==> src/rtl/sccb_init_seq_if.sv <==
// Byte-transaction handshake between the camera init sequencer (master)
// and the shared SCCB engine (slave).
interface sccb_init_seq_if;
    logic       sccb_req;
    logic       sccb_rw;
    logic [7:0] sccb_sub;
    logic [7:0] sccb_wdata;
    logic       sccb_ack;
    logic       sccb_nack;
    logic [7:0] sccb_rdata;

    modport master (
        output sccb_req, sccb_rw, sccb_sub, sccb_wdata,
        input  sccb_ack, sccb_nack, sccb_rdata
    );

    modport slave (
        input  sccb_req, sccb_rw, sccb_sub, sccb_wdata,
        output sccb_ack, sccb_nack, sccb_rdata
    );
endinterface

==> src/rtl/sccb_init_seq.sv <==
// Camera power-up sequencer: timed PWDN/RST release, product-ID check over
// SCCB, then streams the register table with NACK retry and soft-reset settle.
module sccb_init_seq #(
    parameter int         TBL_LEN    = 168,
    parameter int         PWR_DLY    = 20000,
    parameter int         RST_DLY    = 20000,
    parameter int         WAKE_DLY   = 20000,
    parameter int         SETTLE_DLY = 50000,
    parameter logic [7:0] ID_H       = 8'h76,
    parameter logic [7:0] ID_L       = 8'h73,
    parameter int         MAX_RETRY  = 3
) (
    input  logic                   CLK,
    input  logic                   RST_n,
    input  logic                   start,
    output logic                   OV_PWDN,
    output logic                   OV_RST,
    output logic [7:0]             tbl_addr,
    input  logic [15:0]            tbl_data,
    sccb_init_seq_if.master        sccb,
    output logic                   busy,
    output logic                   done,
    output logic                   id_ok,
    output logic                   err,
    output logic [1:0]             err_code
);
    localparam logic [3:0] IDLE   = 4'd0;
    localparam logic [3:0] PWDN   = 4'd1;
    localparam logic [3:0] RST    = 4'd2;
    localparam logic [3:0] WAKE   = 4'd3;
    localparam logic [3:0] RD_H   = 4'd4;
    localparam logic [3:0] RD_L   = 4'd5;
    localparam logic [3:0] CHECK  = 4'd6;
    localparam logic [3:0] FETCH  = 4'd7;
    localparam logic [3:0] WR     = 4'd8;
    localparam logic [3:0] SETTLE = 4'd9;
    localparam logic [3:0] NEXT   = 4'd10;

    // Counter is loaded with N-1 so each timed state lasts exactly N cycles.
    localparam logic [23:0] PWR_LD    = 24'(PWR_DLY - 1);
    localparam logic [23:0] RST_LD    = 24'(RST_DLY - 1);
    localparam logic [23:0] WAKE_LD   = 24'(WAKE_DLY - 1);
    localparam logic [23:0] SETTLE_LD = 24'(SETTLE_DLY - 1);
    localparam logic [7:0]  RETRY_LIM = 8'(MAX_RETRY);
    localparam logic [7:0]  LAST_IDX  = 8'(TBL_LEN - 1);

    logic [3:0]  state_q, state_d;
    logic [23:0] cnt_q, cnt_d;
    logic [7:0]  retry_q, retry_d;
    logic        fetch_ph_q, fetch_ph_d;
    logic        pwdn_q, pwdn_d;
    logic        ov_rst_q, ov_rst_d;
    logic [7:0]  tbl_addr_q, tbl_addr_d;
    logic        req_q, req_d;
    logic        rw_q, rw_d;
    logic [7:0]  sub_q, sub_d;
    logic [7:0]  wdata_q, wdata_d;
    logic [7:0]  id_h_q, id_h_d;
    logic        done_q, done_d;
    logic        id_ok_q, id_ok_d;
    logic        err_q, err_d;
    logic [1:0]  err_code_q, err_code_d;
    logic        soft_rst;

    assign soft_rst = (sub_q == 8'h12) && wdata_q[7];

    always_comb begin
        state_d    = state_q;
        cnt_d      = cnt_q;
        retry_d    = retry_q;
        fetch_ph_d = fetch_ph_q;
        pwdn_d     = pwdn_q;
        ov_rst_d   = ov_rst_q;
        tbl_addr_d = tbl_addr_q;
        req_d      = req_q;
        rw_d       = rw_q;
        sub_d      = sub_q;
        wdata_d    = wdata_q;
        id_h_d     = id_h_q;
        done_d     = done_q;
        id_ok_d    = id_ok_q;
        err_d      = err_q;
        err_code_d = err_code_q;

        case (state_q)
            IDLE: if (start) begin
                state_d    = PWDN;
                cnt_d      = PWR_LD;
                pwdn_d     = 1'b1;
                ov_rst_d   = 1'b0;
                tbl_addr_d = 8'd0;
                done_d     = 1'b0;
                id_ok_d    = 1'b0;
                err_d      = 1'b0;
                err_code_d = 2'b00;
            end
            PWDN: if (cnt_q == 24'd0) begin
                state_d = RST;
                cnt_d   = RST_LD;
                pwdn_d  = 1'b0;
            end else cnt_d = cnt_q - 24'd1;
            RST: if (cnt_q == 24'd0) begin
                state_d  = WAKE;
                cnt_d    = WAKE_LD;
                ov_rst_d = 1'b1;
            end else cnt_d = cnt_q - 24'd1;
            WAKE: if (cnt_q == 24'd0) begin
                state_d = RD_H;
                req_d   = 1'b1;
                rw_d    = 1'b1;
                sub_d   = 8'h0A;
                wdata_d = 8'h00;
                retry_d = 8'd0;
            end else cnt_d = cnt_q - 24'd1;
            RD_H, RD_L, WR: begin
                // req low here means we are in the mandatory one-cycle gap
                if (!req_q) req_d = 1'b1;
                else if (sccb.sccb_ack) begin
                    req_d = 1'b0;
                    if (sccb.sccb_nack) begin
                        if (retry_q < RETRY_LIM) retry_d = retry_q + 8'd1;
                        else begin
                            err_d      = 1'b1;
                            err_code_d = 2'b01;
                            state_d    = IDLE;
                        end
                    end else if (state_q == RD_H) begin
                        id_h_d  = sccb.sccb_rdata;
                        sub_d   = 8'h0B;
                        retry_d = 8'd0;
                        state_d = RD_L;
                    end else if (state_q == RD_L) begin
                        id_ok_d = (id_h_q == ID_H) && (sccb.sccb_rdata == ID_L);
                        state_d = CHECK;
                    end else if (soft_rst) begin
                        cnt_d   = SETTLE_LD;
                        state_d = SETTLE;
                    end else state_d = NEXT;
                end
            end
            CHECK: if (id_ok_q) begin
                state_d    = FETCH;
                fetch_ph_d = 1'b0;
            end else begin
                err_d      = 1'b1;
                err_code_d = 2'b10;
                state_d    = IDLE;
            end
            FETCH: if (!fetch_ph_q) fetch_ph_d = 1'b1;
            else begin
                state_d    = WR;
                fetch_ph_d = 1'b0;
                req_d      = 1'b1;
                rw_d       = 1'b0;
                sub_d      = tbl_data[15:8];
                wdata_d    = tbl_data[7:0];
                retry_d    = 8'd0;
            end
            SETTLE: if (cnt_q == 24'd0) state_d = NEXT;
            else cnt_d = cnt_q - 24'd1;
            NEXT: if (tbl_addr_q == LAST_IDX) begin
                done_d  = 1'b1;
                state_d = IDLE;
            end else begin
                tbl_addr_d = tbl_addr_q + 8'd1;
                fetch_ph_d = 1'b0;
                state_d    = FETCH;
            end
            default: state_d = IDLE;
        endcase
    end

    always_ff @(posedge CLK or negedge RST_n) begin
        if (!RST_n) begin
            state_q    <= IDLE;
            cnt_q      <= 24'd0;
            retry_q    <= 8'd0;
            fetch_ph_q <= 1'b0;
            pwdn_q     <= 1'b1;
            ov_rst_q   <= 1'b0;
            tbl_addr_q <= 8'd0;
            req_q      <= 1'b0;
            rw_q       <= 1'b0;
            sub_q      <= 8'd0;
            wdata_q    <= 8'd0;
            id_h_q     <= 8'd0;
            done_q     <= 1'b0;
            id_ok_q    <= 1'b0;
            err_q      <= 1'b0;
            err_code_q <= 2'b00;
        end else begin
            state_q    <= state_d;
            cnt_q      <= cnt_d;
            retry_q    <= retry_d;
            fetch_ph_q <= fetch_ph_d;
            pwdn_q     <= pwdn_d;
            ov_rst_q   <= ov_rst_d;
            tbl_addr_q <= tbl_addr_d;
            req_q      <= req_d;
            rw_q       <= rw_d;
            sub_q      <= sub_d;
            wdata_q    <= wdata_d;
            id_h_q     <= id_h_d;
            done_q     <= done_d;
            id_ok_q    <= id_ok_d;
            err_q      <= err_d;
            err_code_q <= err_code_d;
        end
    end

    assign OV_PWDN         = pwdn_q;
    assign OV_RST          = ov_rst_q;
    assign tbl_addr        = tbl_addr_q;
    assign sccb.sccb_req   = req_q;
    assign sccb.sccb_rw    = rw_q;
    assign sccb.sccb_sub   = sub_q;
    assign sccb.sccb_wdata = wdata_q;
    assign busy            = (state_q != IDLE);
    assign done            = done_q;
    assign id_ok           = id_ok_q;
    assign err             = err_q;
    assign err_code        = err_code_q;
endmodule

==> src/flat_wrapper.sv <==
// flat-port wrapper written by rule: the top's interface ports become plain ports
module sccb_init_seq_flat 
#(
    parameter int         TBL_LEN    = 168,
    parameter int         PWR_DLY    = 20000,
    parameter int         RST_DLY    = 20000,
    parameter int         WAKE_DLY   = 20000,
    parameter int         SETTLE_DLY = 50000,
    parameter logic [7:0] ID_H       = 8'h76,
    parameter logic [7:0] ID_L       = 8'h73,
    parameter int         MAX_RETRY  = 3
)
  (CLK, RST_n, start, OV_PWDN, OV_RST, tbl_addr, tbl_data, busy, done, id_ok, err, err_code, sccb_sccb_req, sccb_sccb_rw, sccb_sccb_sub, sccb_sccb_wdata, sccb_sccb_ack, sccb_sccb_nack, sccb_sccb_rdata);
  sccb_init_seq_if sccb_i ();
  input  logic CLK;
  input  logic RST_n;
  input  logic start;
  output logic OV_PWDN;
  output logic OV_RST;
  output logic [7:0] tbl_addr;
  input  logic [15:0] tbl_data;
  output logic busy;
  output logic done;
  output logic id_ok;
  output logic err;
  output logic [1:0] err_code;
  output wire logic [$bits(sccb_i.sccb_req)-1:0] sccb_sccb_req;
  output wire logic [$bits(sccb_i.sccb_rw)-1:0] sccb_sccb_rw;
  output wire logic [$bits(sccb_i.sccb_sub)-1:0] sccb_sccb_sub;
  output wire logic [$bits(sccb_i.sccb_wdata)-1:0] sccb_sccb_wdata;
  input wire logic [$bits(sccb_i.sccb_ack)-1:0] sccb_sccb_ack;
  input wire logic [$bits(sccb_i.sccb_nack)-1:0] sccb_sccb_nack;
  input wire logic [$bits(sccb_i.sccb_rdata)-1:0] sccb_sccb_rdata;
  assign sccb_sccb_req = sccb_i.sccb_req;
  assign sccb_sccb_rw = sccb_i.sccb_rw;
  assign sccb_sccb_sub = sccb_i.sccb_sub;
  assign sccb_sccb_wdata = sccb_i.sccb_wdata;
  assign sccb_i.sccb_ack = sccb_sccb_ack;
  assign sccb_i.sccb_nack = sccb_sccb_nack;
  assign sccb_i.sccb_rdata = sccb_sccb_rdata;
  sccb_init_seq #(.TBL_LEN(TBL_LEN), .PWR_DLY(PWR_DLY), .RST_DLY(RST_DLY), .WAKE_DLY(WAKE_DLY), .SETTLE_DLY(SETTLE_DLY), .ID_H(ID_H), .ID_L(ID_L), .MAX_RETRY(MAX_RETRY)) u_core (.CLK(CLK), .RST_n(RST_n), .start(start), .OV_PWDN(OV_PWDN), .OV_RST(OV_RST), .tbl_addr(tbl_addr), .tbl_data(tbl_data), .sccb(sccb_i), .busy(busy), .done(done), .id_ok(id_ok), .err(err), .err_code(err_code));
endmodule
==> config.mk <==
export PLATFORM = sky130hd
export DESIGN_NAME = sccb_init_seq_flat
export DESIGN_NICKNAME = d
export VERILOG_FILES = /design/src/rtl/sccb_init_seq_if.sv /design/src/rtl/sccb_init_seq.sv /design/src/flat_wrapper.sv
export SDC_FILE = /design/constraint.sdc
export NUM_CORES = 1
export LEC_CHECK = 0
export BUFFER_PORTS_ARGS = -buffer_cell sky130_fd_sc_hd__buf_2
export CORE_UTILIZATION = 57
export CTS_CLUSTER_DIAMETER = 60
export DETAILED_ROUTE_END_ITERATION = 10
export PLACE_DENSITY = 0.8
export SYNTH_ARGS = -nofsm -noshare
export SYNTH_HDL_FRONTEND = slang
export SYNTH_SLANG_ARGS = --single-unit
==> constraint.sdc <==
create_clock -name CLK -period 2.5 [get_ports CLK]
set_input_delay 0.125 -clock CLK [delete_from_list [all_inputs] [get_ports CLK]]
set_output_delay 0.125 -clock CLK [all_outputs]
set_load 0.005 [all_outputs]
* Word-level counts from Yosys, hierarchy flattened
Cells that the tools add are included.
Widths: inputs -> output; s select.
** Cells by class
- Add/sub/neg operators :: 3
- Order comparisons :: 1
- Equality and inequality tests :: 38
- Muxes and demuxes :: 83
- Bitwise gates (word level) :: 1
- Reductions and logical operators :: 31
** Operators by type and width (number)
- $mux 24 :: 9
- $mux 8 :: 16
- $pmux 24 s4 :: 1
- $mux 4 :: 12
- $pmux 8 s3 :: 2
- $pmux 4 s9 :: 1
- $pmux 8 s2 :: 2
- $reduce_and 7->1 :: 4
- $logic_not 24->1 :: 1
- $sub 24x1->24 const B :: 1
- $mux 1 :: 22
- $ne 2x1->1 const B :: 11
- $reduce_and 3->1 :: 7
- $ne 2x2->1 const B :: 10
- $reduce_and 9->1 :: 2
- $add 8x1->8 const B :: 2
- $eq 4x3->1 const B :: 4
- $eq 8x7->1 const B :: 2
- $mux 2 :: 7
- $eq 4x4->1 const B :: 3
- $pmux 1 s2 :: 5
- $reduce_bool 2->1 :: 5
- $pmux 1 s3 :: 3
- $reduce_bool 3->1 :: 3
- other kinds (16) :: 22
** Storage, ports and cells
- Flip-flop bits (word level) :: 78
- Bits of input ports :: 29
- Logic and storage cells :: 173

* Longest topological paths before layout
- Word-level depth :: 9
- Mapped depth :: 9
- Mapped depth without buffers :: 8

* Worst setup path before layout
OpenSTA, ideal clock, no wires.
- Path kind :: flip-flop to flip-flop
- From :: reg u_core.cnt_q[0]
- To :: reg u_core.state_q[3]
- Library setup time :: 0.126 ns
- Arrival :: 1.958 ns
- Data required time :: 2.374 ns
- Path slack :: 0.416 ns
- Stages on the path, launching flop included :: 9
- Buffers on the path :: 1
- Period minus slack after synthesis :: 2.084 ns
- Path through :: dfrtp_1 -> inv_1 -> ha_1 -> nor4b_1 -> and3_1 -> a21oi_2 -> or3b_1 -> buf_2 -> a221o_1
** Between the ends
- Cells in the longest elaborated chain, start to end :: 3
** Ends and longest elaborated chain
- start, declared :: RTL line sccb_init_seq.sv:48 : logic [23:0] cnt_q, cnt_d;
- start signal, assigned :: RTL line sccb_init_seq.sv:193 : cnt_q <= cnt_d;
- $logic_not 24->1 (*)
- $ne 2x1->1 (no line)
- $reduce_and 9->1 (no line) (*)
- end signal, assigned :: RTL line sccb_init_seq.sv:192 : state_q <= state_d;
- end, declared :: RTL line sccb_init_seq.sv:47 : logic [3:0] state_q, state_d;
Every way passes the cells marked *; elsewhere a longest branch is shown, timed or not.
A chain may end at the register's enable or synchronous reset.

* Final worst setup path
- From :: reg u_core.state_q[2]
- To :: reg u_core.state_q[3]
** Between the ends
- Cells in the longest elaborated chain, start to end :: 7
** Ends and longest elaborated chain
- $eq 4x3->1 :: RTL line sccb_init_seq.sv:85, sccb_init_seq.sv:132
- $mux 4 :: RTL line sccb_init_seq.sv:132 : end else if (state_q == RD_L) begin
- $mux 4 :: RTL line sccb_init_seq.sv:127 : end else if (state_q == RD_H) begin
- $mux 4 :: RTL line sccb_init_seq.sv:120 : if (sccb.sccb_nack) begin
- $mux 4 :: RTL line sccb_init_seq.sv:118 : else if (sccb.sccb_ack) begin
- $mux 4 :: RTL line sccb_init_seq.sv:117 : if (!req_q) req_d = 1'b1;
- $pmux 4 s9 :: RTL line sccb_init_seq.sv:85 : case (state_q)
Several ways; a longest one is shown, not always the timed one. The select of a mux whose other input is x is not followed.

==> impl_metrics.ini <==
[synth]
yosysUniqueCellTypes = 57
synth.largest_area_cell = sky130_fd_sc_hd__dfrtp_1
ys_async_sr_fraction_pct = 100.0
synth.top_cells.by_area = sky130_fd_sc_hd__dfrtp_1 48%, sky130_fd_sc_hd__o21ai_0 6.2%, sky130_fd_sc_hd__nor2_1 3.9%
synth_ff_type = sky130_fd_sc_hd__dfrtp_1
synth.yosys.warnings = 0
netlist_instances = 432
synth.net_count = 465
top_area_cell_type_share_of_the_netlist_area_pct = 47.68
syn-cell-area_sq_um = 4041
post_synth.cell_area_avg_sq_um = 9.355
count_of_flip_flops_with_a_built_in_enable_after_synthesis = 0
synth-seq-cells = 78
synth.yosys.seq_area_share_pct = 48.33

[global_route]
gr_usage_total_pct = 28.30
grt_pass1_wl_mm = 16.43
grt_pass1_vias = 3494
grt_remaining_overflow = 0
grt_max_degree = 79
antenna_found_initial = 0

[floorplan]
core_sq_um = 6832
die_area_sq_um = 7430
die_height_um = 86.20
initial_core_util_pct = 59.16
die_width_um = 86.20
placementRows = 30
io_pins = 63

[cells_and_area]
drive_above_1_share_pct = 23.43
syn_to_final_growth_pct = 20.90
diodes = 0
multi_input_area_sq_um = 1952
num-fill-cells = 549
fin_nets = 553
seq_area_sq_um = 1953

[min_path]
worst_hold_path_type = primary input to register

[worst_setup_path]
worst_setup_path_start_kind = register
worstPathMaxFanout = 13
timing.critical_path.required_ps = 2740
critPathKind = register to register
r2r_slack_ps = 230
timing.critical_path.to_type = register
cp_data_arrival_time_ps = 2510

[clock_network]
cts_max_path_buffers = 2
cts-buffers-inserted = 9
clock_sink_count = 78
holdBufCountCts = 10
clock-root-buffer = sky130_fd_sc_hd__clkbuf_8
cts_resized = 0
post-cts-setup-buffer-count = 0
ctsHtreeMaxLevel = 3
cts_tree = yes
cts.reportedPaths.clkPinSlew_ps = 80
insertion_delay_ps = 350

[placement]
dp.final_hpwl_mm = 6.872
gp_congestion = 0.8270
placement.setup.worst_slack_ps = 258.7
port-buffer-count = 62

[timing]
setup_tns_ps = 0
setup_ws_ps = 227.1
timing_max_transition_violations_final = 0
min_period_ps = 2273
worst_clock_skew_ps = 6.570
timing.hold.ws_ps = 7.622
setup_repair_after_global_routing_missed_its_margin = false
slew-limit-headroom_pct = 35.79
post-route-period-util_pct = 90.92
setup_viol = 0
max_freq_mhz = 440.0
tightest_slew_ps = 963.1
report.final.hold_viol_count = 0

[route]
post_dr_vias_cell = 5.965
routed_wire_length_mm = 9.863
drcViolationCount = 0
num_vias = 3704
detailedRoute.firstIterationViolations = 375
drt.antenna.violating_nets = 0
detailed_routing_iteration_count_for_the_pre_antenna_repair_pass = 5
wl_per_cell_um = 15.88

[power_and_ir_drop]
maximum_vdd_ir_drop_mv = 0.5258
leakagePower_nw = 2.249
cell_area_power_density_nw_per_um2 = 1138

[status]
run_status = completed

[flow_run]
max_cap_violations = 0
sequential cells by signal, indices dropped and copies added, names as in the netlist, 2 cells and up:
register                cells
u_core.retry_q              8
u_core.state_q              4
u_core.id_h_q               8
u_core.sccb.sccb_sub        8
u_core.cnt_q               24
u_core.sccb.sccb_wdata      8
u_core.tbl_addr             8
u_core.err_code             2
cells in the final DEF (no fill, tap or decap), drive strengths merged, types with 9 or more instances in the layout:
cell / instances
a21oi: 28
a22o: 9
and2: 9
buf: 84
clkbuf: 11
dfrtp: 77
dlygate4sd3: 10
inv: 17
mux2: 11
nand2: 39
nand3: 16
nor2: 42
nor3: 15
nor4: 10
o21ai: 52
cell families after synthesis:
family                   after synthesis  synth area share, %
XOR/XNOR                               6                1.300
AND/OR/NAND/NOR                      166                22.01
adder cells (fa/ha/maj)                4                1.238
multiplexers                          11                3.065
AO/OA/AOI/OAI                        134                20.68
flip-flops                            78                48.33
buffers and inverters                 33                3.375
cell usage after synthesis (3+ instances only):
master,number
sky130_fd_sc_hd__o31ai_1,5
sky130_fd_sc_hd__a21o_1,4
sky130_fd_sc_hd__a211oi_1,3
sky130_fd_sc_hd__nor3b_1,3
sky130_fd_sc_hd__inv_1,16
sky130_fd_sc_hd__xor2_1,4
sky130_fd_sc_hd__and2_1,9
sky130_fd_sc_hd__nand3_1,16
sky130_fd_sc_hd__clkbuf_1,9
sky130_fd_sc_hd__nor2_1,42
sky130_fd_sc_hd__nand2_1,39
sky130_fd_sc_hd__a22o_1,9
sky130_fd_sc_hd__nor3_1,15
sky130_fd_sc_hd__mux2_2,11
sky130_fd_sc_hd__nor2b_1,3
sky130_fd_sc_hd__nand2b_1,5
sky130_fd_sc_hd__buf_2,7
sky130_fd_sc_hd__o22ai_1,4
sky130_fd_sc_hd__a31oi_1,8
sky130_fd_sc_hd__or3_1,4
sky130_fd_sc_hd__and3_1,3
sky130_fd_sc_hd__nand4b_1,5
sky130_fd_sc_hd__nor4_1,7
sky130_fd_sc_hd__a21oi_1,26
sky130_fd_sc_hd__nor4_4,3
sky130_fd_sc_hd__nand4_1,3
sky130_fd_sc_hd__dfrtp_1,77
sky130_fd_sc_hd__o21ai_0,50
sky130_fd_sc_hd__ha_1,4
critical path, cell delays in order, from the launching register on:
cell and delay, ps:
sky130_fd_sc_hd__dfrtp_1 510, sky130_fd_sc_hd__nor2b_1 230, sky130_fd_sc_hd__o21ai_0 420, sky130_fd_sc_hd__o32ai_1 150, sky130_fd_sc_hd__or3b_1 470, sky130_fd_sc_hd__a221o_1 380
per-stage QoR:
step           cell area, sq um  instances  util (%)  total power, W
2_1_floorplan              4041        432         -        0.003563
3_3_place_gp               4563        595     66.79        0.004374
3_5_place_dp               4563        595     66.79        0.004446
4_1_cts                    4886        621     71.52        0.005527
5_1_grt                    4886        621     71.52        0.005964
6_report                   4886        621     71.52        0.005559
layer usage:
layer  vias up  track usage, %  wire length, um
li1       1754               -                -
met1      1760           38.22             4336
met2       167           45.31             4702
met3        23           5.810              616
met4         0           10.61              207
met5         -               0                0
path summary, 6_finish.rpt:
check | startpoint | to | cells after the start
worst min-delay path | tbl_data[12] | u_core.sccb.sccb_sub[4]$_DFFE_PN0P_ | 3
worst max register to register | u_core.state_q[2]$_DFFE_PN0P_ | u_core.state_q[3]$_DFFE_PN0P_ | 5
worst min register to register | u_core.retry_q[6]$_DFFE_PN0P_ | u_core.retry_q[6]$_DFFE_PN0P_ | 1
min in group asynchronous | RST_n | u_core.sccb.sccb_wdata[1]$_DFFE_PN0P_ | 2
worst max-delay path | u_core.state_q[2]$_DFFE_PN0P_ | u_core.state_q[3]$_DFFE_PN0P_ | 5
max in group asynchronous | RST_n | u_core.cnt_q[0]$_DFFE_PN0P_ | 2
area by class of cell:
type	count	share of cell area [%]
clock inverter	5	1.665
inverter	16	1.229
timing repair buffer	94	11.83
clock buffer	11	2.894
tap	96	2.458
multi-input combinational	321	39.95
sequential	78	39.97
power breakdown:
group / total [W] / switching [W] / internal [W]
registers: 0.00209 / 0.000427 / 0.00166
logic: 0.00241 / 0.00137 / 0.00104
clock network: 0.00106 / 0.000468 / 0.000592
total: 0.00556 / 0.00226 / 0.00330
No activity file was read; power rests on OpenSTA's default activity.
